<file path="src/rtl/mmu_seq_ctrl.sv">
// Loop sequencer for one matrix-multiply pass: walks (row, col) over an R x C
// command, then waits a fixed drain before pulsing done.

module mmu_seq_loop_ctr #(
   parameter int unsigned WIDTH = 6
) (
   input  logic             clk,
   input  logic             rst,
   input  logic             load,
   input  logic             en,
   input  logic [WIDTH-1:0] end_val,
   output logic [WIDTH-1:0] value,
   output logic             wrap
);

   localparam logic [WIDTH-1:0] ONE = WIDTH'(1);

   assign wrap = en && (value == end_val);

   always_ff @(posedge clk) begin
      if (rst || load) begin
         value <= '0;
      end else if (en) begin
         value <= wrap ? '0 : value + ONE;
      end
   end

endmodule

module mmu_seq_ctrl #(
   parameter int unsigned COUNTER_WIDTH = 6,
   parameter int unsigned DRAIN_CYCLES  = 4
) (
   input  logic                     clk,
   input  logic                     rst,
   input  logic                     cmd_valid,
   output logic                     cmd_ready,
   input  logic [COUNTER_WIDTH-1:0] cmd_rows,
   input  logic [COUNTER_WIDTH-1:0] cmd_cols,
   input  logic                     stall,
   output logic                     issue_valid,
   output logic [COUNTER_WIDTH-1:0] issue_row,
   output logic [COUNTER_WIDTH-1:0] issue_col,
   output logic                     issue_last,
   output logic                     busy,
   output logic                     done
);

   // A zero-length drain still needs a 1-bit counter to keep the RTL legal.
   localparam int unsigned DW         = (DRAIN_CYCLES > 0) ? $clog2(DRAIN_CYCLES + 1) : 1;
   localparam int unsigned DRAIN_LAST = (DRAIN_CYCLES > 0) ? DRAIN_CYCLES - 1 : 0;
   localparam logic [DW-1:0] DRAIN_END = DW'(DRAIN_LAST);
   localparam logic [DW-1:0] DRAIN_ONE = DW'(1);
   localparam logic [COUNTER_WIDTH-1:0] ONE = COUNTER_WIDTH'(1);

   typedef enum logic [1:0] {
      S_IDLE,
      S_RUN,
      S_DRAIN,
      S_DONE
   } state_t;

   state_t                   state;
   logic [COUNTER_WIDTH-1:0] rows_q;
   logic [COUNTER_WIDTH-1:0] cols_q;
   logic [DW-1:0]            drain_cnt;
   logic                     accept;
   logic                     beat;
   logic                     col_wrap;
   logic                     row_wrap;
   logic                     zero_size;

   assign accept    = cmd_valid && cmd_ready;
   assign beat      = (state == S_RUN) && !stall;
   assign zero_size = (cmd_rows == '0) || (cmd_cols == '0);

   mmu_seq_loop_ctr #(.WIDTH(COUNTER_WIDTH)) u_col_ctr (
      .clk     (clk),
      .rst     (rst),
      .load    (accept),
      .en      (beat),
      .end_val (cols_q - ONE),
      .value   (issue_col),
      .wrap    (col_wrap)
   );

   // The row wraps only on the final beat, so its wrap event marks the end of RUN.
   mmu_seq_loop_ctr #(.WIDTH(COUNTER_WIDTH)) u_row_ctr (
      .clk     (clk),
      .rst     (rst),
      .load    (accept),
      .en      (beat && col_wrap),
      .end_val (rows_q - ONE),
      .value   (issue_row),
      .wrap    (row_wrap)
   );

   assign issue_valid = beat;
   assign issue_last  = (state == S_RUN) &&
                        (issue_row == rows_q - ONE) &&
                        (issue_col == cols_q - ONE);

   always_ff @(posedge clk) begin
      if (rst) begin
         rows_q <= '0;
         cols_q <= '0;
      end else if (accept) begin
         rows_q <= cmd_rows;
         cols_q <= cmd_cols;
      end
   end

   always_ff @(posedge clk) begin
      if (rst) begin
         state     <= S_IDLE;
         drain_cnt <= '0;
         cmd_ready <= 1'b1;
         busy      <= 1'b0;
         done      <= 1'b0;
      end else begin
         case (state)
            S_IDLE: begin
               if (cmd_valid) begin
                  cmd_ready <= 1'b0;
                  busy      <= 1'b1;
                  if (zero_size) begin
                     state <= S_DONE;
                     done  <= 1'b1;
                  end else begin
                     state <= S_RUN;
                  end
               end
            end
            S_RUN: begin
               if (row_wrap) begin
                  if (DRAIN_CYCLES != 0) begin
                     state     <= S_DRAIN;
                     drain_cnt <= '0;
                  end else begin
                     state <= S_DONE;
                     done  <= 1'b1;
                  end
               end
            end
            S_DRAIN: begin
               if (drain_cnt == DRAIN_END) begin
                  state     <= S_DONE;
                  drain_cnt <= '0;
                  done      <= 1'b1;
               end else begin
                  drain_cnt <= drain_cnt + DRAIN_ONE;
               end
            end
            default: begin
               state     <= S_IDLE;
               done      <= 1'b0;
               busy      <= 1'b0;
               cmd_ready <= 1'b1;
            end
         endcase
      end
   end

endmodule
</file>
<file path="config.mk">
export PLATFORM = sky130hd
export DESIGN_NAME = mmu_seq_ctrl
export DESIGN_NICKNAME = d
export VERILOG_FILES = /design/src/rtl/mmu_seq_ctrl.sv
export SDC_FILE = /design/constraint.sdc
export NUM_CORES = 1
export LEC_CHECK = 0
export CORE_AREA = 10 10 74 76
export DETAILED_ROUTE_END_ITERATION = 8
export DIE_AREA = 0 0 84 86
export PLACE_DENSITY = 0.76
export SLEW_MARGIN = 0
export SYNTH_ARGS = -nofsm -noshare
export SYNTH_HDL_FRONTEND = slang
export SYNTH_SLANG_ARGS = --single-unit
export TNS_END_PERCENT = 10
</file>
<file path="constraint.sdc">
create_clock -name clk -period 4.05 [get_ports clk]
set_input_delay 0.405 -clock clk [delete_from_list [all_inputs] [get_ports clk]]
set_output_delay 0.405 -clock clk [all_outputs]
set_load 0.005 [all_outputs]
</file>
==> results.txt, run 1 <==
----------------------------------------------------
[Synthesis]
  Fraction of synthesized cell area in xor and xnor cells ... 9.283%
  Multiplexer fraction of the synthesized cell area ... 0%
  Most repeated cell in the gate-level netlist after synthesis ... nand2_1
  Net count of the mapped netlist ... 242
  Post-synth top flop ... dfxtp_1
  Number of instances in the synthesized netlist ... 217
  Post-synthesis simple-gate area fraction ... 23.98%
  Number of flops mapped to enable cells by yosys ... 0
  Commonest cells post-synth ... 39 x nand2_1, 32 x dfxtp_1, 23 x a21oi_1, 13 x inv_1, 13 x xor2_1
  Cell area after synthesis ... 1779 µm²
  Async set-reset flop share out of synthesis ... 0%
  Warnings from Yosys ... 0
  Fraction of the yosys area taken by sequential cells ... 36.01%
  Synth top area share ... 36.01%
  Synth Register Bits ... 32
  Cell types occupying the most area after synthesis ... dfxtp_1 36%, nand2_1 8.2%, a21oi_1 6.5%
  Cell variety after synth ... 42
  Syn avg cell area ... 8.199 µm²
  Synthesized-area fraction occupied by ao, oa, aoi and oai cells ... 20.32%
  Synthesized-area fraction occupied by adder cells ... 6.329%
  Yosys top cell by area ... dfxtp_1
  Main combinational cell family by area after synthesis ... simple AND/OR/NAND/NOR gates

[Detailed routing]
  Residual DRC ... 0
  Vias per Instance ... 5.277
  Via count ... 1,599
  Routed wire per std cell ... 13.45 µm
  Number of antenna-violating nets in the routed design ... 0
  DRT Pass-1 Iters ... 4
  Violation count after the first detailed-routing iteration ... 74
  DRT Wirelength ... 4.074 mm

[CTS]
  CTS H-tree depth ... 2
  CTS buffer count ... 5
  Post-CTS Hold Buffers ... 0
  Clock Sinks ... 32
  Skew-Pair Late Insertion Delay ... 280 ps
  Clock tree from TritonCTS ... yes
  Number of resized instances in the post-cts repair step ... 0
  Maximum root-to-sink buffer count ... 2
  Clk pin slew, worst setup/hold paths ... 70 ps
  Post-CTS setup-driven buffer insertion count ... 0
  CTS root buffer ... clkbuf_8

[Placement]
  Detailed Place HPWL ... 3.246 mm
  Final weighted congestion in routability-driven placement ... 0.8727
  Port Buffer Count ... 32
  Pre-CTS setup slack ... 1450 ps

[STA]
  Minimum setup slack in the final design ... 1147 ps
  Number of setup violations in the final report ... 0
  Least-Margin Pin Slew ... 684.0 ps
  Setup repair after global routing missed its margin ... no
  Setup TNS ... 0 ps
  Worst hold slack after final layout ... 447.3 ps
  Clock period minus final worst setup slack ... 2903 ps
  Upper clock frequency limit ... 0.3445 GHz
  Portion of the clock cycle consumed by the worst path in the final layout ... 71.67%
  Max Slew Vio Count ... 0
  Clock skew after layout ... 3.301 ps
  Hold violation count in the final report ... 0
  Slew headroom ... 53.80%

[Floorplanning]
  Rows ... 23
  Die Area ... 7224 µm²
  Die X ... 84 µm
  Placeable core area ... 3971 µm²
  Chip height ... 86 µm
  Starting Density ... 44.80%
  Count of boundary I/O pins ... 33

[Cells and area]
  Fraction of final layout cells with drive strength greater than 1 ... 5.534%
  Footprint of the multi-input gates ... 1066 µm²
  Diodes inserted ... 0
  Layout Nets ... 277
  Storage cell area ... 640.6 µm²
  Area growth from synthesis to layout ... 26.23%
  Fill cell total of the finished layout ... 384

[Worst setup path]
  CP startpoint kind ... flip-flop
  CP required ... 3640 ps
  Largest driver fanout on the critical path ... 5
  Worst path arrival time ... 2500 ps
  Endpoint class of the critical path ... output pin
  Kind of critical path ... flip-flop to output pin

[Run status]
  Status ... finished, final reports clean

[Job]
  Number of max-capacitance violations reported ... 0

[Power and ir drop]
  Switching part of the total power ... 33.95%
  Power consumption ... 1.049 mW
  Fraction of power consumed by the clock network ... 28.4%
  Register share of total power ... 37.8%
  Maximum vdd drop ... 0.3202 mV
  Power density relative to cell area ... 467.1 nW/µm²
  Internal ... 0.6929 mW
  Combinational cell fraction of total power ... 33.8%
  Pleak ... 0.8452 nW
  Switching power of the nets ... 0.3562 mW

[Global routing]
  Global-route wire length before repair ... 7.038 mm
  Initial antenna violation count ... 0
  Via count of the first global-routing pass ... 1,556
  Largest net degree at the start of global routing ... 19
  Gr ovfl total ... 0
  GRT Overall Usage ... 11.56%

[Hold path]
  Class of the tightest hold or removal check ... flip-flop to flip-flop

----------------------------------------------------
-- per-stage QoR --
stage	instance area, µm²	util (%)	std cells
after floorplan	1779	-	217
after global placement	2138	53.84	295
after detailed placement	2138	53.84	295
after CTS	2246	56.55	303
after global routing	2246	56.55	303
final	2246	56.55	303
-- power groups by stage --
stage / Sequential (mW) / Combinational (mW) / Clock [mW]
6_report: 0.396 / 0.355 / 0.298
5_1_grt: 0.403 / 0.405 / 0.322
4_1_cts: 0.396 / 0.358 / 0.302
3_5_place_dp: 0.403 / 0.355 / 0
3_3_place_gp: 0.401 / 0.345 / 0
2_1_floorplan: 0.396 / 0.247 / 0
-- metal layers --
metal  vias up  GRT usage (%)  wire length [µm]
met5         -              0                 0
met3         2          6.339               338
met4         0          3.349                15
met1       721          13.42              1906
li1        837              -                 -
met2        39          17.91              1812
-- cells by family (layout without fill, tap and decap cells) --
group | after synthesis | after routing
AND/OR/NAND/NOR | 88 | 88
adder cells (fa/ha/maj) | 9 | 9
flip-flops | 32 | 32
AO/OA/AOI/OAI | 53 | 53
buffers and inverters | 17 | 53
XOR/XNOR | 18 | 18
-- path summary, 6_finish.rpt --
check / startpoint / end / slack, ps / cells past startpoint
hold reg to reg: drain_cnt[2]$_SDFFE_PP0P_ / drain_cnt[2]$_SDFFE_PP0P_ / 450 / 1
setup / recovery: rows_q[0]$_SDFFE_PP0P_ / issue_last / 1150 / 8
setup reg to reg: cols_q[0]$_SDFFE_PP0P_ / state[0]$_SDFFE_PP0P_ / 1450 / 6
hold / removal: drain_cnt[2]$_SDFFE_PP0P_ / drain_cnt[2]$_SDFFE_PP0P_ / 450 / 1
-- cells in the final DEF (no fill, tap or decap), types with 2 or more instances in the layout --
master and instances:
xor2_1 13, or3_1 2, o21ai_0 10, nand2b_1 3
and2_1 3, inv_1 13, nand3_1 8, nand4_1 3
a21oi_1 23, nor4_1 2, a211oi_1 6, ha_1 9
clkbuf_8 5, clkdlybuf4s50_1 32, nand2_1 39, a2111oi_2 2
or4_1 2, or4b_1 2, xnor2_1 4, nor2_1 12
nor3_1 6, dfxtp_1 32
-- critical path, cell delays in order, from the launching register on --
cell	delay [ps]
dfxtp_1	400
inv_1	60
ha_1	200
and2_1	180
o21a_1	190
o31ai_1	360
nand2_1	170
nor2_1	130
clkdlybuf4s50_1	510
-- cell type report --
type | instances | share of cell area [%]
Sequential cell | 32 | 28.52
Inverter | 13 | 2.173
Timing Repair Buffer | 32 | 14.26
Multi-Input combinational cell | 168 | 47.47
Clock inverter | 2 | 1.560
Tap cell | 50 | 2.786
Clock buffer | 6 | 3.231
-- state kept, by name (all words and copies together) (netlist names), 2 cells and up --
signal and flops:
rows_q 6, drain_cnt 3, u_row_ctr.value 6, cols_q 6, u_col_ctr.value 6, state 2
(Power assumes the default switching activity.)
==> run 2: changes to the inputs <==
--- a/config.mk
+++ b/config.mk
@@ -8,7 +8,7 @@
 export CORE_AREA = 10 10 74 76
 export DETAILED_ROUTE_END_ITERATION = 8
 export DIE_AREA = 0 0 84 86
-export PLACE_DENSITY = 0.76
+export PLACE_DENSITY = 0.79
 export SLEW_MARGIN = 0
 export SYNTH_ARGS = -nofsm -noshare
 export SYNTH_HDL_FRONTEND = slang
==> constraint.sdc (replaced) <==
create_clock -name clk -period 2.39 [get_ports clk]
set_input_delay 0.239 -clock clk [delete_from_list [all_inputs] [get_ports clk]]
set_output_delay 0.239 -clock clk [all_outputs]
set_load 0.005 [all_outputs]
==> run 2 against run 1 <==
  * The run now ends with negative setup slack left
  * Combinational power up 120%
  * First-iteration DRC count up 110%
  * Design area up 9.7%
  * Utilization up 5.5 points
  * Largest power group is now combinational cells
==> results.txt, run 2 (synthesized netlist as in run 1, its figures left out) <==
----------------------------------------------------
[CTS]
  Maximum root-to-sink buffer count ... 2 (unchanged)
  Clock Sinks ... 32 (unchanged)
  CTS root buffer ... clkbuf_8
  CTS H-tree depth ... 2 (unchanged)
  Clk pin slew, worst setup/hold paths ... 70 ps (about the same)
  CTS buffer count ... 5 (unchanged)
  Skew-Pair Late Insertion Delay ... 290 ps (about the same)
  Post-CTS Hold Buffers ... 0 (unchanged)
  Clock tree from TritonCTS ... yes

[Detailed routing]
  Vias per Instance ... 5.366 (+1.7%)
  Via count ... 1,744 (+9.1%)
  DRT Wirelength ... 4.756 mm (+17%)
  DRT Pass-1 Iters ... 4 (unchanged)
  Routed wire per std cell ... 14.63 µm (+8.8%)
  Number of antenna-violating nets in the routed design ... 0 (unchanged)
  Violation count after the first detailed-routing iteration ... 152 (+110%)
  Residual DRC ... 0 (unchanged)

[Power and ir drop]
  Internal ... 1.200 mW (+73%)
  Fraction of power consumed by the clock network ... 23.2% (-5.2 points)
  Power density relative to cell area ... 764.6 nW/µm² (+64%)
  Switching power of the nets ... 0.6831 mW (+92%)
  Combinational cell fraction of total power ... 41.9% (+8.1 points)
  Pleak ... 0.9661 nW (+14%)
  Maximum vdd drop ... 0.5372 mV (+68%)
  Switching part of the total power ... 36.27% (+2.3 points)
  Register share of total power ... 34.9% (-2.9 points)

[Floorplanning]
  Starting Density ... 44.80% (unchanged)
  Die Area ... 7224 µm² (unchanged)
  Die X ... 84 µm (unchanged)
  Count of boundary I/O pins ... 33 (unchanged)
  Placeable core area ... 3971 µm² (unchanged)
  Rows ... 23 (unchanged)
  Chip height ... 86 µm (unchanged)

[Placement]
  Post-DP Area ... 2273 µm² (+6.3%)
  Final weighted congestion in routability-driven placement ... 0.8820 (+1.1%)
  Port Buffer Count ... 32 (unchanged)
  Detailed Place HPWL ... 3.537 mm (+9.0%)

[Cells and area]
  Diodes inserted ... 0 (unchanged)
  Area growth from synthesis to layout ... 38.47%
  Fraction of final layout cells with drive strength greater than 1 ... 16.00% (+10 points)
  Final Cell Area ... 2464 µm² (+9.7%)
  Fill cell total of the finished layout ... 346 (-9.9%)
  Top library cells by usage in the layout, fill and taps aside ... 38 x nand2_1, 31 x dfxtp_1, 31 x clkdlybuf4s50_1
  Layout Nets ... 299 (+7.9%)
  Storage cell area ... 641.9 µm² (+0.20%)
  Footprint of the multi-input gates ... 1130 µm² (+6.0%)
  Utilization of the core after routing ... 62.04% (+5.5 points)
  Commonest non-fill, non-tap cell in the layout ... nand2_1

[Worst setup path]
  Largest driver fanout on the critical path ... 6 (+1)
  End of the critical path ... drain_cnt[0]$_SDFFE_PP0P_
  Critical Path Source ... cols_q[1]$_SDFFE_PP0P_
  Longest individual stage delay on the worst path ... 600 ps (+90 ps)
  Chain of cells forming the critical path ... or2_1 > or4b_4 > a2111oi_4 > a41oi_4 > buf_6 > or4_1 > a21oi_1
  Critical R2R Launch ... cols_q[1]$_SDFFE_PP0P_
  Register-to-register path setup slack ... -40 ps (-1490 ps)
  Capture point of the worst reg-to-reg path ... drain_cnt[0]$_SDFFE_PP0P_
  Endpoint class of the critical path ... flip-flop
  CP required ... 2620 ps (-1020 ps)
  CP startpoint kind ... flip-flop
  Depth of the most critical reg-to-reg path ... 7 (+1)
  Kind of critical path ... flip-flop to flip-flop
  Worst path arrival time ... 2660 ps (+160 ps)
  Crit-path slowest cell ... or4b_4

[Global routing]
  Initial antenna violation count ... 0 (unchanged)
  GRT Overall Usage ... 12.96% (+1.4 points)
  Via count of the first global-routing pass ... 1,688 (+8.5%)
  Largest net degree at the start of global routing ... 18 (-1)
  Global-route wire length before repair ... 7.824 mm (+11%)
  Gr ovfl total ... 0 (unchanged)

[Run status]
  Status ... finished with violations
  Violations in the final reports ... negative setup slack

[STA]
  Portion of the clock cycle consumed by the worst path in the final layout ... 101.8%
  Hold violation count in the final report ... 0 (unchanged)
  Setup TNS ... -93.36 ps (-93.36 ps)
  Clock skew after layout ... 6.158 ps (+2.857 ps)
  Upper clock frequency limit ... 0.4108 GHz
  Least-Margin Pin Slew ... 738.4 ps (+54.34 ps)
  Setup repair after global routing missed its margin ... yes
  Minimum setup slack in the final design ... -44.05 ps (-1191 ps)
  Worst hold slack after final layout ... 458.2 ps (+10.85 ps)
  Number of setup violations in the final report ... 3 (+3)
  Max Slew Vio Count ... 0 (unchanged)
  Slew headroom ... 50.24% (-3.6 points)
  Clock period minus final worst setup slack ... 2434 ps

[Hold path]
  Class of the tightest hold or removal check ... flip-flop to flip-flop

[Job]
  Number of max-capacitance violations reported ... 0 (unchanged)

----------------------------------------------------
## run 2: metrics by stage
step | cells | power [mW] | setup WS (ps)
after floorplan | 217 | 1.090 | 0.5362
after global placement | 313 | 1.325 | 24.40
after detailed placement | 313 | 1.342 | -48.58
after CTS | 322 | 1.792 | -77.69
after global routing | 325 | 2.011 | -160.6
final | 325 | 1.884 | -44.05
## run 2: power groups by stage
stage	registers [mW]	logic [mW]	clock network [mW]
final	0.658	0.789	0.437
after floorplan	0.671	0.419	0
after global placement	0.668	0.657	0
after detailed placement	0.669	0.672	0
after CTS	0.658	0.688	0.445
after global routing	0.669	0.877	0.465
## run 2: how the worst min path moves through the flow
stage,startpoint,end,slack (ps),cells after the start
5_1_grt,drain_cnt[2]$_SDFFE_PP0P_,drain_cnt[2]$_SDFFE_PP0P_,480,1
4_1_cts,busy$_SDFFE_PP0P_,busy$_SDFFE_PP0P_,460,2
3_3_place_gp,drain_cnt[2]$_SDFFE_PP0P_,drain_cnt[2]$_SDFFE_PP0P_,430,1
3_5_place_dp,busy$_SDFFE_PP0P_,busy$_SDFFE_PP0P_,450,2
2_1_floorplan,cmd_cols[5],cols_q[5]$_SDFFE_PP0P_,370,2
6_report,busy$_SDFFE_PP0P_,busy$_SDFFE_PP0P_,460,2
## run 2: routing by layer
metal | up-vias | track usage [%] | share of wire (%)
met5 | - | 0 | 0
met4 | 0 | 5.175 | 1.8
met3 | 8 | 5.109 | 7.7
met2 | 48 | 20.63 | 47
met1 | 804 | 15.25 | 43
li1 | 884 | - | -
## run 2: critical path, delay by kind of cell, from the launching register on
family	cells	cell delay, ps
simple gates	3	1220
compound gates	3	690
flops	1	320
buf+inv	1	160
## run 2: cell type report
cell class,instances,area share (%)
multi-input cells,168,45.86
flip-flops and latches,32,26.05
repair buffers,54,19.81
clock buffers,6,3.352
well taps,50,2.539
inverters,13,1.981
clock inverters,2,0.4063
## run 2: timing repair
item	CTS	global route
resized for setup	2	10
buffers inserted	1	3
pin swaps	1	6
setup endpoints to repair	3	8
